`src/rtl/arm_imm_encoder_if.sv`:
```
// Handshake bus for the ARM immediate encoder: a value goes in, a
// {rotate_imm, immed_8} result comes out.
interface arm_imm_encoder_if;
    logic        in_valid;
    logic        in_ready;
    logic [31:0] value;
    logic        out_valid;
    logic        out_ready;
    logic        found;
    logic        inverted;
    logic [11:0] shift_operand;

    modport master (
        output in_valid, value, out_ready,
        input  in_ready, out_valid, found, inverted, shift_operand
    );

    modport slave (
        input  in_valid, value, out_ready,
        output in_ready, out_valid, found, inverted, shift_operand
    );
endinterface

```
`src/rtl/arm_imm_encoder.sv`:
```
// Iterative ARM data-processing immediate encoder: tests one even rotation per
// cycle and falls back to ~value so the caller can swap MOV/AND for MVN/BIC.
module arm_imm_encoder #(
    parameter bit TRY_INVERTED = 1'b1
) (
    input  logic             clk,
    input  logic             rst_n,
    arm_imm_encoder_if.slave bus
);

    localparam logic [1:0] IDLE   = 2'd0;
    localparam logic [1:0] SEARCH = 2'd1;
    localparam logic [1:0] DONE   = 2'd2;

    logic [1:0]  state;
    logic [3:0]  rot_cnt;
    logic [31:0] val_q;
    logic        found_q;
    logic        inverted_q;
    logic [11:0] shift_q;

    logic [63:0] dbl;
    logic [63:0] dbl_n;
    logic [31:0] cand;
    logic [31:0] cand_n;
    logic        direct_hit;
    logic        inv_hit;

    // Rotating left by 2*rot_cnt undoes the rotator's ROR, so a hit leaves
    // only the low byte populated.
    always_comb begin
        dbl        = {val_q, val_q} << {rot_cnt, 1'b0};
        dbl_n      = {~val_q, ~val_q} << {rot_cnt, 1'b0};
        cand       = dbl[63:32];
        cand_n     = dbl_n[63:32];
        direct_hit = (cand[31:8] == 24'd0);
        inv_hit    = TRY_INVERTED && (cand_n[31:8] == 24'd0);
    end

    always_ff @(posedge clk or negedge rst_n) begin
        if (!rst_n) begin
            state      <= IDLE;
            rot_cnt    <= 4'd0;
            val_q      <= 32'd0;
            found_q    <= 1'b0;
            inverted_q <= 1'b0;
            shift_q    <= 12'd0;
        end else begin
            case (state)
                IDLE: begin
                    if (bus.in_valid) begin
                        val_q   <= bus.value;
                        rot_cnt <= 4'd0;
                        state   <= SEARCH;
                    end
                end
                SEARCH: begin
                    if (direct_hit) begin
                        found_q    <= 1'b1;
                        inverted_q <= 1'b0;
                        shift_q    <= {rot_cnt, cand[7:0]};
                        state      <= DONE;
                    end else if (inv_hit) begin
                        found_q    <= 1'b1;
                        inverted_q <= 1'b1;
                        shift_q    <= {rot_cnt, cand_n[7:0]};
                        state      <= DONE;
                    end else if (rot_cnt == 4'd15) begin
                        found_q    <= 1'b0;
                        inverted_q <= 1'b0;
                        shift_q    <= 12'd0;
                        state      <= DONE;
                    end else begin
                        rot_cnt <= rot_cnt + 4'd1;
                    end
                end
                DONE: begin
                    if (bus.out_ready) begin
                        state <= IDLE;
                    end
                end
                default: state <= IDLE;
            endcase
        end
    end

    assign bus.in_ready      = (state == IDLE);
    assign bus.out_valid     = (state == DONE);
    assign bus.found         = found_q;
    assign bus.inverted      = inverted_q;
    assign bus.shift_operand = shift_q;

endmodule
```
`src/flat_wrapper.sv`:
```
// flat-port wrapper written by rule: the top's interface ports become plain ports
module arm_imm_encoder_flat 
#(
    parameter bit TRY_INVERTED = 1'b1
)
  (clk, rst_n, bus_in_valid, bus_value, bus_out_ready, bus_in_ready, bus_out_valid, bus_found, bus_inverted, bus_shift_operand);
  arm_imm_encoder_if bus_i ();
  input  logic clk;
  input  logic rst_n;
  input wire logic [$bits(bus_i.in_valid)-1:0] bus_in_valid;
  input wire logic [$bits(bus_i.value)-1:0] bus_value;
  input wire logic [$bits(bus_i.out_ready)-1:0] bus_out_ready;
  output wire logic [$bits(bus_i.in_ready)-1:0] bus_in_ready;
  output wire logic [$bits(bus_i.out_valid)-1:0] bus_out_valid;
  output wire logic [$bits(bus_i.found)-1:0] bus_found;
  output wire logic [$bits(bus_i.inverted)-1:0] bus_inverted;
  output wire logic [$bits(bus_i.shift_operand)-1:0] bus_shift_operand;
  assign bus_i.in_valid = bus_in_valid;
  assign bus_i.value = bus_value;
  assign bus_i.out_ready = bus_out_ready;
  assign bus_in_ready = bus_i.in_ready;
  assign bus_out_valid = bus_i.out_valid;
  assign bus_found = bus_i.found;
  assign bus_inverted = bus_i.inverted;
  assign bus_shift_operand = bus_i.shift_operand;
  arm_imm_encoder #(.TRY_INVERTED(TRY_INVERTED)) u_core (.clk(clk), .rst_n(rst_n), .bus(bus_i));
endmodule
```
`config.mk`:
```
export PLATFORM = sky130hd
export DESIGN_NAME = arm_imm_encoder_flat
export DESIGN_NICKNAME = d
export VERILOG_FILES = /design/src/rtl/arm_imm_encoder_if.sv /design/src/rtl/arm_imm_encoder.sv /design/src/flat_wrapper.sv
export SDC_FILE = /design/constraint.sdc
export NUM_CORES = 1
export LEC_CHECK = 0
export CAP_MARGIN = 20
export CORE_AREA = 5 5 88 90
export CTS_CLUSTER_DIAMETER = 80
export CTS_CLUSTER_SIZE = 28
export DETAILED_ROUTE_END_ITERATION = 7
export DIE_AREA = 0 0 93 95
export HOLD_SLACK_MARGIN = 0.08
export PLACE_DENSITY = 0.86
export SLEW_MARGIN = 20
export SYNTH_ARGS = -nofsm -noshare
export SYNTH_HDL_FRONTEND = slang
export SYNTH_SLANG_ARGS = --single-unit
```
`constraint.sdc`:
```
create_clock -name clk -period 8.1 [get_ports clk]
set_input_delay 1.215 -clock clk [delete_from_list [all_inputs] [get_ports clk]]
set_output_delay 1.215 -clock clk [all_outputs]
set_load 0.05 [all_outputs]
```
# After elaboration in Yosys (flattened, before gate mapping)
# Index checks and enable logic that the tools add are counted.
[op_classes]
mul = 0
n_shift = 2
n_bitwise = 1
add_sub_neg = 1
n_eq_ne = 9
n_mux = 18
n_reduce_logical = 9
div_mod_pow = 0
magnitude_cmp = 0
[ops]
columns = ["operator", "count"]
rows = [
  ["left shift 64 x 5 -> 64 bit", 2],
  ["zero test 24 bit", 2],
  ["2-to-1 mux 12 bit", 3],
  ["inverter 32 bit", 1],
  ["2-to-1 mux 4 bit", 4],
  ["2-to-1 mux 2 bit", 5],
  ["inequality test 2 bit (second input constant)", 5],
  ["one-hot mux 4 bit (2 select lines)", 1],
  ["one-hot mux 2 bit (3 select lines)", 1],
  ["AND reduction 5 bit", 1],
  ["adder 4 x 1 -> 4 bit (second input constant)", 1],
  ["== test 4 bit (second input constant)", 1],
  ["2-to-1 mux 1 bit", 4],
  ["inequality test 4 x 1 -> 1 bit (second input constant)", 1],
  ["AND reduction 2 bit", 2],
  ["AND reduction 3 bit", 1],
  ["nonzero test 3 bit", 1],
  ["== test 2 x 1 -> 1 bit (second input constant)", 1],
  ["== test 2 bit (second input constant)", 1],
  ["zero test 2 bit", 1],
  ["nonzero test 2 bit", 1],
]
[word_totals]
latchBits = 0
rom_bits = 0
n_memories = 0
output_inout_bits = 16
ram_bits = 0
inputBits = 36
reg_bits = 52

# Depth between registers and ports, before layout
[logic_depth]
ltp_word = 6
depth_mapped = 13

# Worst setup path before layout
# No wires, ideal clock.
[synth_timing]
kind = "reg2reg"
start = "register u_core.rot_cnt[0]"
end = "register u_core.rot_cnt[1]"
period_less_slack_ns = 2.987
path_stages_with_launch = 12
path_slack_ns = 5.113
arrival_ns = 2.859
t_required_ns = 7.972
path_cell_list = "dfrtp_1 > buf_6 > buf_12 > buf_12 > mux4_2 > mux2_2 > nor3_2 > nand3_1 > a2111oi_4 > a21oi_2 > nand3_1 > mux2_1"
[synth_between]
elab_chain_cells = 5
[synth_rtl]
columns = ["item", "line_no", "source"]
rows = [
  ["from (decl)", "arm_imm_encoder.sv:16", "logic [3:0] rot_cnt;"],
  ["from (signal assigned)", "arm_imm_encoder.sv:74", "rot_cnt <= rot_cnt + 4'd1;"],
  ["branches (longest 5 deep; another with left shift 64 x 5 -> 64 bit)", "--", ""],
]
# Parallel ways; which one is timed is not known. The select of a mux whose other input is x is not followed.
# A chain may end at the register's enable or synchronous reset.

# Worst setup path after layout
# Same ends and word-level chain as after synthesis.

==> metrics.txt <==
initial drt markers=320; hold_buf cts=0; outcome=finished clean; die area=8840 um2; Vias=3369; H-tree depth=2; Synth area leader=dfrtp_1; CTS tree=done; via/cell ratio=6.59; vias in the first global route=3375; Bufs and invs on worst path=1; R2R Setup Slk=4.39 ns; total grt overflow=0; Core Rows=31; clock root buffer=clkbuf_8; initial antenna violation count=0; Crit Path Max Fanout=35; DRC=0; xor and xnor fraction of the mapped netlist area=0.433%; Pre-Repair DR Iteration Count=6; largest net degree at the start of global routing=53; largest cells by area after synthesis=dfrtp_1, mux4_2, nand2_1; met3 GRT Util=3.51%; post-synthesis mux area share=33.4%; Syn Inst Count=392; Final Skew=0.00737 ns; worst reg-to-reg path cell count=9; CP Depth=9; R2R Path End=u_core.rot_cnt[1]; WS Path Type=flop to flop; Core Area=6980 um2; total number of yosys warnings=0; Arrival @ worst endpoint=3.90 ns; Routed WL=9870 um; final hold vios=0; Max Root-Sink Buffers=2; Clock transition at path regs=0.10 ns; Async S/R FF share, synth=100%; RSZ-0062 raised after global routing=no; number of fill cells=558; first-pass GRT wire length=16500 um; Area growth syn-to-layout=13.8%; port bufs=51; Worst setup EP type=flop; Critical Path Source Type=flop; Critical path origin=u_core.rot_cnt[0]; cts repair resizes=0; initial core utilization=57.9%; # IOs=52; Worst path slowest cell=mux4_2; TNS Setup=0 ns; CTS sink cnt=52; top-area cell type share of the netlist area=32.2%; Setup crit end=u_core.rot_cnt[1]; Final min period=3.71 ns; total clock buffers created by CTS=5; Fmax achieved=0.269 GHz; Max stage delay on crit path=0.59 ns; setup bufs post-CTS=0; EDFF count, synth=0; insertion delay to the later sink of the worst-skew pair=0.30 ns; Die W=93 um; Die H=95 um; met2 Resource Use GR=38.6%; max-cap violation count=0; actual slew at the worst max-slew pin=0.652 ns; reg2reg start=u_core.rot_cnt[0]; Synth Area in Adders=0.310%; Largest delay share family, worst path=multiplexers; proportion of layout cells with a drive suffix above 1=16.6%; grt met1 use=31.8%; Final Max Slew Viols=0; gr busiest metal=met2; sequential fraction of the synthesis area=32.2%; Total Routing Usage GR=23.6%; Max IR drop VDD=0.000213 V; Detail Route Antenna Nets=0; pwr dens=447 nW/um2; # setup viols final=0; syn_nets=429; Leak=0.00203 uW; Post-synth top flop=dfrtp_1; post-synthesis area per instance=10.3 um2; Total Power=2060 uW; Post-Synth Simple-Gate Area=19.0%; largest family of logic cells by synthesized area=multiplexers; Synth Area in Compound Gates=8.67%; Max-slew headroom=56.5%; period utilisation layout=45.8%; Netlist cell types=55; Synth Cell Area=4040 um2; wire length per cell=19.3 um; routability cong.=0.933; placed wire-length estimate=7300 um; critical-path cell list=buf_4, mux4_2, mux2i_1, a221oi_1, a22oi_1, a2111oi_4, a21oi_2, nand3_1, mux2_1; CP required=8.29 ns; # diodes=0; FF+latch count, synth=52; Worst Hold Class=flop to flop; final layout net count=465
## cell type report
| cell class | count | area, um2 | area share [%] |
|---|---|---|---|
| Clock inverter | 2 | 60.1 | 1.31 |
| Sequential cell | 52 | 1300 | 28.3 |
| Timing Repair Buffer | 56 | 543 | 11.8 |
| Tap cell | 82 | 103 | 2.23 |
| Clock buffer | 6 | 72.6 | 1.58 |
| Multi-Input combinational cell | 308 | 2500 | 54.4 |
| Inverter | 5 | 18.8 | 0.408 |
## worst reg2reg max path: stages, from the launching register on
cell	delay [ns]
dfrtp_2	0.57
buf_4	0.54
mux4_2	0.61
mux2i_1	0.38
a221oi_1	0.15
a22oi_1	0.35
a2111oi_4	0.09
a21oi_2	0.30
nand3_1	0.24
mux2_1	0.38
## placed cells by master (no fill, tap or decap), types with 4 or more instances in the layout
master and n:
a21o_1 10, a21oi_1 12, a31oi_1 4, buf_4 5
clkbuf_8 5, clkdlybuf4s50_1 50, dfrtp_1 51, inv_1 4
mux2_2 13, mux2i_1 34, mux4_1 5, mux4_2 28
nand2_1 113, nand3_1 16, nor2_1 12, nor3_1 10
## power breakdown
part / internal, uW / switching (uW)
sequential: 350 / 141
combinational: 617 / 740
clock: 123 / 84.9
## kinds of logic after synthesis
| group | after synthesis |
|---|---|
| fa+ha+maj | 1 |
| xor+xnor | 2 |
| simple gates | 175 |
| mux | 86 |
| compound gates | 44 |
| flops | 52 |
| buf+inv | 32 |
## worst min-delay path by stage
stage	start	cells past startpoint	end	slack, ns
finish	u_core.bus.found	1	u_core.bus.found	0.48
CTS	u_core.bus.found	1	u_core.bus.found	0.49
floorplan	u_core.val_q[15]	2	u_core.val_q[15]	0.49
detailed placement	u_core.bus.found	1	u_core.bus.found	0.47
global placement	u_core.bus.found	1	u_core.bus.found	0.46
global route	u_core.bus.found	1	u_core.bus.found	0.50
## through the flow
stage	area, um2	hold WS [ns]	util [%]	cells	setup slack [ns]
floorplan	4040	0.488	-	392	5.11
global placement	4470	0.461	64.0	503	4.52
detailed placement	4470	0.465	64.0	503	4.43
CTS	4600	0.488	65.9	511	4.42
global route	4600	0.502	65.9	511	4.19
finish	4600	0.483	65.9	511	4.39
## state kept, by name (all words and copies together) (netlist names)
name and count:
u_core.bus.found 1, u_core.bus.inverted 1, u_core.bus.shift_operand 12, u_core.rot_cnt 4, u_core.state 2, u_core.val_q 32
## metal layers
metal	wire length (um)	vias up	share of wire [%]
met5	0	-	0
met4	303	0	3.1
met3	818	41	8.3
met2	4750	195	48
met1	4000	1627	40
li1	-	1506	-
## cell usage after synthesis (5+ instances only)
master,count
mux2i_1,34
mux4_2,28
nand2_1,114
buf_6,6
mux2_2,13
a21o_1,10
dfrtp_1,52
nor2_1,12
nor3_1,10
mux4_1,5
nand3_1,16
clkbuf_1,10
a21oi_1,12
No activity file was read; power rests on OpenSTA's default activity.
==> edit 1: new RTL, same flow settings <==
`TRY_INVERTED` is set to 1'b1 in 2 places; all go to 1'b0.
--- a/src/rtl/arm_imm_encoder.sv
+++ b/src/rtl/arm_imm_encoder.sv
@@ -3,3 +3,3 @@
 module arm_imm_encoder #(
-    parameter bit TRY_INVERTED = 1'b1
+    parameter bit TRY_INVERTED = 1'b0
 ) (
--- a/src/flat_wrapper.sv
+++ b/src/flat_wrapper.sv
@@ -3,3 +3,3 @@
 #(
-    parameter bit TRY_INVERTED = 1'b1
+    parameter bit TRY_INVERTED = 1'b0
 )
Check against the original RTL: not equivalent (a bounded check fails within 4 cycles, from zero or initial values and one cycle with rst_n low).
==> edit 1 against the unedited design <==
Critical path type unchanged. Largest power group unchanged. Cell area fell by 5.6%. Setup slack better by 0.19 ns. Sequential cell count shrank 1. Synthesized cell count shrank 9.4%. Synthesized area decreased by 4.5%. Routed wire length fell by 5.8%. Total power down 0.17%.
==> edit 1: results (changes against the unedited design) <==
| Metric | Value |
|---|---|
| Placed insts | `460 (-8.5%)` |
| Clock buffers | `7 (+1)` |
| ANT cells | `0 (unchanged)` |
| Post-Synth Adder-Cell Area | `0.00324 (+0.000146)` |
| Clock-cell share of area | `0.0187 (-0.0101)` |
| Syn nets | `392 (-8.6%)` |
| FFs & Latches | `51 (-1.9%)` |
| Comb_multi_in | `265 (-14%)` |
| Syn Area/Cell | `10.9 um2 (+5.4%)` |
| Yosys cell types | `54 (-1.8%)` |
| Critical Path Slowest Stage Cell | `buf_4` |
| Max reg flops | `32 (unchanged)` |
| Fraction of area in multi-input gates | `0.535 (-0.00850)` |
| Outcome | `complete, no violations` |
| Sequential share of cell area | `0.294 (+0.0109)` |
| Critical path arrival | `3.72 ns (-0.18 ns)` |
| Final Non-Filler Cells | `468 (-8.4%)` |
| Clock Tree Buf Depth | `2 (unchanged)` |
| Initial antenna violation count | `0 (unchanged)` |
| Skew final | `0.00907 ns (+0.00170 ns)` |
| Layout cells sized above 1 | `0.218 (+0.0521)` |
| Most flops, register | `u_core.val_q` |
| Final wirelength | `9300 um (-5.8%)` |
| Post-synthesis mux area share | `0.300 (-0.0332)` |
| Vias in the first global route | `3066 (-9.2%)` |
| Seq/Total Area, Yosys | `0.331 (+0.00875)` |
| Fin nets | `422 (-9.2%)` |
| Worst VDD drop | `0.203 mV (-4.6%)` |
| Non-clock buffers, area share | `0.122 (+0.00351)` |
| DR pass1 iterations | `4 (-2)` |
| XOR/XNOR Fraction of Synth Area | `0 (-0.00433)` |
| IO Port Bufs | `50 (-2.0%)` |
| Number of non-clock buffers in the layout | `54 (-3.6%)` |
| Crit-path leading delay family | `compound AO/OA/AOI/OAI gates` |
| Layout filler cell count | `573 (+2.7%)` |
| DP HPWL | `6710 um (-8.1%)` |
| Hold Crit Start | `u_core.bus.shift_operand[9]` |
| Critical Path Start | `u_core.rot_cnt[1]` |
| CTS buffer count | `5 (unchanged)` |
| DRT iter0 DRCs | `201 (-37%)` |
| Post-synthesis compound-gate area fraction | `0.174 (+0.0877)` |
| H-tree levels | `2 (unchanged)` |
| LEAKAGE | `1.66 nW (-18%)` |
| Gr usage total | `0.222 (-0.0137)` |
| Top cells by area, synth | `dfrtp_1, mux4_2, mux2_2` |
| GP Congestion | `0.932 (about the same)` |
| Number of non-clock inverters | `8 (+3)` |
| CP max stage delay | `0.63 ns (+0.04 ns)` |
| Slew @ Worst Pin | `0.959 ns (+0.307 ns)` |
| Via density | `6.66 (+1.1%)` |
| Pin count of the biggest net entering global routing | `73 (+38%)` |
| Most frequent cells after synthesis | `dfrtp_1, mux2_2, nand2_1, nor2_1, mux4_2` |
| Global-route wire length before repair | `15500 um (-6.5%)` |
| Crit-path max FO | `72 (+110%)` |
edit 1: cell count changes in the layout (fill, tap and decap cells not counted), sizes merged, moves of 7 or more:
cell,before,now
o31ai,0,13
nand2,114,29
nand3,16,4
mux4,35,26
mux2,15,38
o211ai,0,7
mux2i,36,14
o21ai,3,12
nor2,13,28
edit 1: per-layer routing:
layer	global-route usage	share of wire	vias up
li1	-	-	1417
met1	0.286	0.41	1519
met2	0.375	0.48	162
met3	0.0430	0.077	21
met4	0.0806	0.026	0
met5	0	0	-
edit 1: where the power goes:
part	switching (mW)	leakage, nW	internal [mW]
clock	0.0843	0.0422	0.0609
combinational	0.709	1.03	0.616
sequential	0.207	0.588	0.376
total	1.00	1.66	1.05
edit 1: stage by stage:
| stage | power, mW | cell area (um2) |
|---|---|---|
| floorplan | 1.61 | 3860 |
| global route | 2.20 | 4350 |
| detailed placement | 1.89 | 4260 |
| CTS | 2.04 | 4340 |
| global placement | 1.87 | 4260 |
| finish | 2.05 | 4350 |
edit 1: worst paths after layout:
kind,end,slack [ns],cells past startpoint
max,u_core.rot_cnt[1],4.58,8
min,u_core.bus.shift_operand[9],0.51,1
max reg2reg,u_core.rot_cnt[1],4.58,8
min reg2reg,u_core.bus.shift_operand[9],0.51,1
max in group asynchronous,u_core.rot_cnt[1],6.74,1
min in group asynchronous,u_core.bus.shift_operand[5],0.92,1
edit 1: cell families (layout without fill, tap and decap cells):
group	after synthesis	after routing
multiplexers	78	78
buffers and inverters	39	70
other	1	1
adder cells (fa/ha/maj)	1	1
AND/OR/NAND/NOR	98	98
flip-flops	51	51
AO/OA/AOI/OAI	87	87
==> edit 2: new RTL, same flow settings <==
Without the edit above. Make the reset (`rst_n`) synchronous in one clocked block.
--- a/src/rtl/arm_imm_encoder.sv
+++ b/src/rtl/arm_imm_encoder.sv
@@ -39,3 +39,3 @@
 
-    always_ff @(posedge clk or negedge rst_n) begin
+    always_ff @(posedge clk) begin
         if (!rst_n) begin
Behaviour: differs if rst_n is asserted again (counterexample within 4 cycles, from zero or initial values and one cycle with rst_n low); with rst_n held inactive, the same outputs for 10 cycles.
==> edit 2 against the unedited design <==
Setup slack worse by 0.30 ns. Global-route usage decreased by 1.2 points. Non-clock buffer count shrank 4. Sequential cell count did not move. First-iteration DRC count increased by 39%. Cell area shrank 5.5%. Synthesized area down 4.5%. Highest routed layer unchanged. Routed wire length decreased by 1.5%.
Power is left out: it rests on default switching activity, and per cell area and clock period it moved more than threefold.
==> edit 2: results (changes against the unedited design) <==
| Metric | Value |
|---|---|
| CP max stage delay | `0.62 ns (+0.03 ns)` |
| Final WS setup | `4.09 ns (-0.301 ns)` |
| Number of non-clock inverters | `6 (+1)` |
| Skew final | `0.00692 ns (-0.000456 ns)` |
| Fraction of area in multi-input gates | `0.589 (+0.0456)` |
| Relative slew margins | `0.405 (-0.160)` |
| Metal3 WL | `715 um (-13%)` |
| Gr usage total | `0.224 (-0.0119)` |
| Post-synthesis mux area share | `0.400 (+0.0667)` |
| Met2 Track Usage GR | `0.377 (-0.00900)` |
| Fin nets | `448 (-3.7%)` |
| Most frequent cells after synthesis | `nand2_1, dfxtp_1, mux2i_1, mux4_2, a21oi_1` |
| Top cells by area, synth | `dfxtp_1, mux4_2, mux2i_1` |
| Seq/Total Area, Yosys | `0.270 (-0.0522)` |
| Met1 WL | `3890 um (-2.7%)` |
| Yosys cell types | `48 (-13%)` |
| Outcome | `complete, no violations` |
| Vias | `3308 (-1.8%)` |
| Vias in the first global route | `3106 (-8.0%)` |
| FFs & Latches | `52 (unchanged)` |
| Met2 routed WL | `4760 um (+0.21%)` |
| Post-synthesis compound-gate area fraction | `0.103 (+0.0167)` |
| Seq. cell area | `1050 um2 (-20%)` |
| DP HPWL | `6840 um (-6.3%)` |
| Pre-CTS WS | `4.20 ns (-0.234 ns)` |
| Pin count of the biggest net entering global routing | `51 (-3.8%)` |
| Met1 Use GR | `0.288 (-0.0301)` |
| Clock-cell share of area | `0.0222 (-0.00666)` |
| Layout filler cell count | `572 (+2.5%)` |
| Worst r2r dst | `u_core.bus.shift_operand[7]` |
| Number of non-clock buffers in the layout | `52 (-7.1%)` |
| Grt met3 use | `0.0303 (-0.00478)` |
| Post-Synth Adder-Cell Area | `0.00324 (+0.000146)` |
| Final wirelength | `9720 um (-1.5%)` |
| Post-synth ARST share | `0 (-1.00)` |
| XOR/XNOR Fraction of Synth Area | `0 (-0.00433)` |
| GP Congestion | `0.916 (-1.8%)` |
| Non-clock buffers, area share | `0.119 (+0.00114)` |
| Crit-path max FO | `50 (+43%)` |
| Layout cells sized above 1 | `0.182 (+0.0165)` |
| Global-route wire length before repair | `15600 um (-5.5%)` |
| Crit-path leading delay family | `simple AND/OR/NAND/NOR gates` |
[edit 2: how the worst min path moves through the flow]
stage | cells past startpoint | from | to | slack, ns
floorplan | 2 | u_core.val_q[19] | u_core.val_q[19] | 0.46
global placement | 2 | u_core.bus.shift_operand[11] | u_core.bus.shift_operand[11] | 0.45
detailed placement | 2 | u_core.bus.shift_operand[11] | u_core.bus.shift_operand[11] | 0.46
CTS | 2 | u_core.bus.shift_operand[11] | u_core.bus.shift_operand[11] | 0.47
global route | 2 | u_core.bus.shift_operand[10] | u_core.bus.shift_operand[10] | 0.48
finish | 2 | u_core.bus.shift_operand[11] | u_core.bus.shift_operand[11] | 0.47
[edit 2: per-stage QoR]
step           std cells  utilization  hold WS (ns)  instance area [um2]
4_1_cts              494        0.622         0.470                 4340
5_1_grt              494        0.623         0.484                 4350
2_1_floorplan        385            -         0.461                 3860
3_3_place_gp         486        0.608         0.447                 4250
3_5_place_dp         486        0.608         0.458                 4250
6_report             494        0.623         0.470                 4350
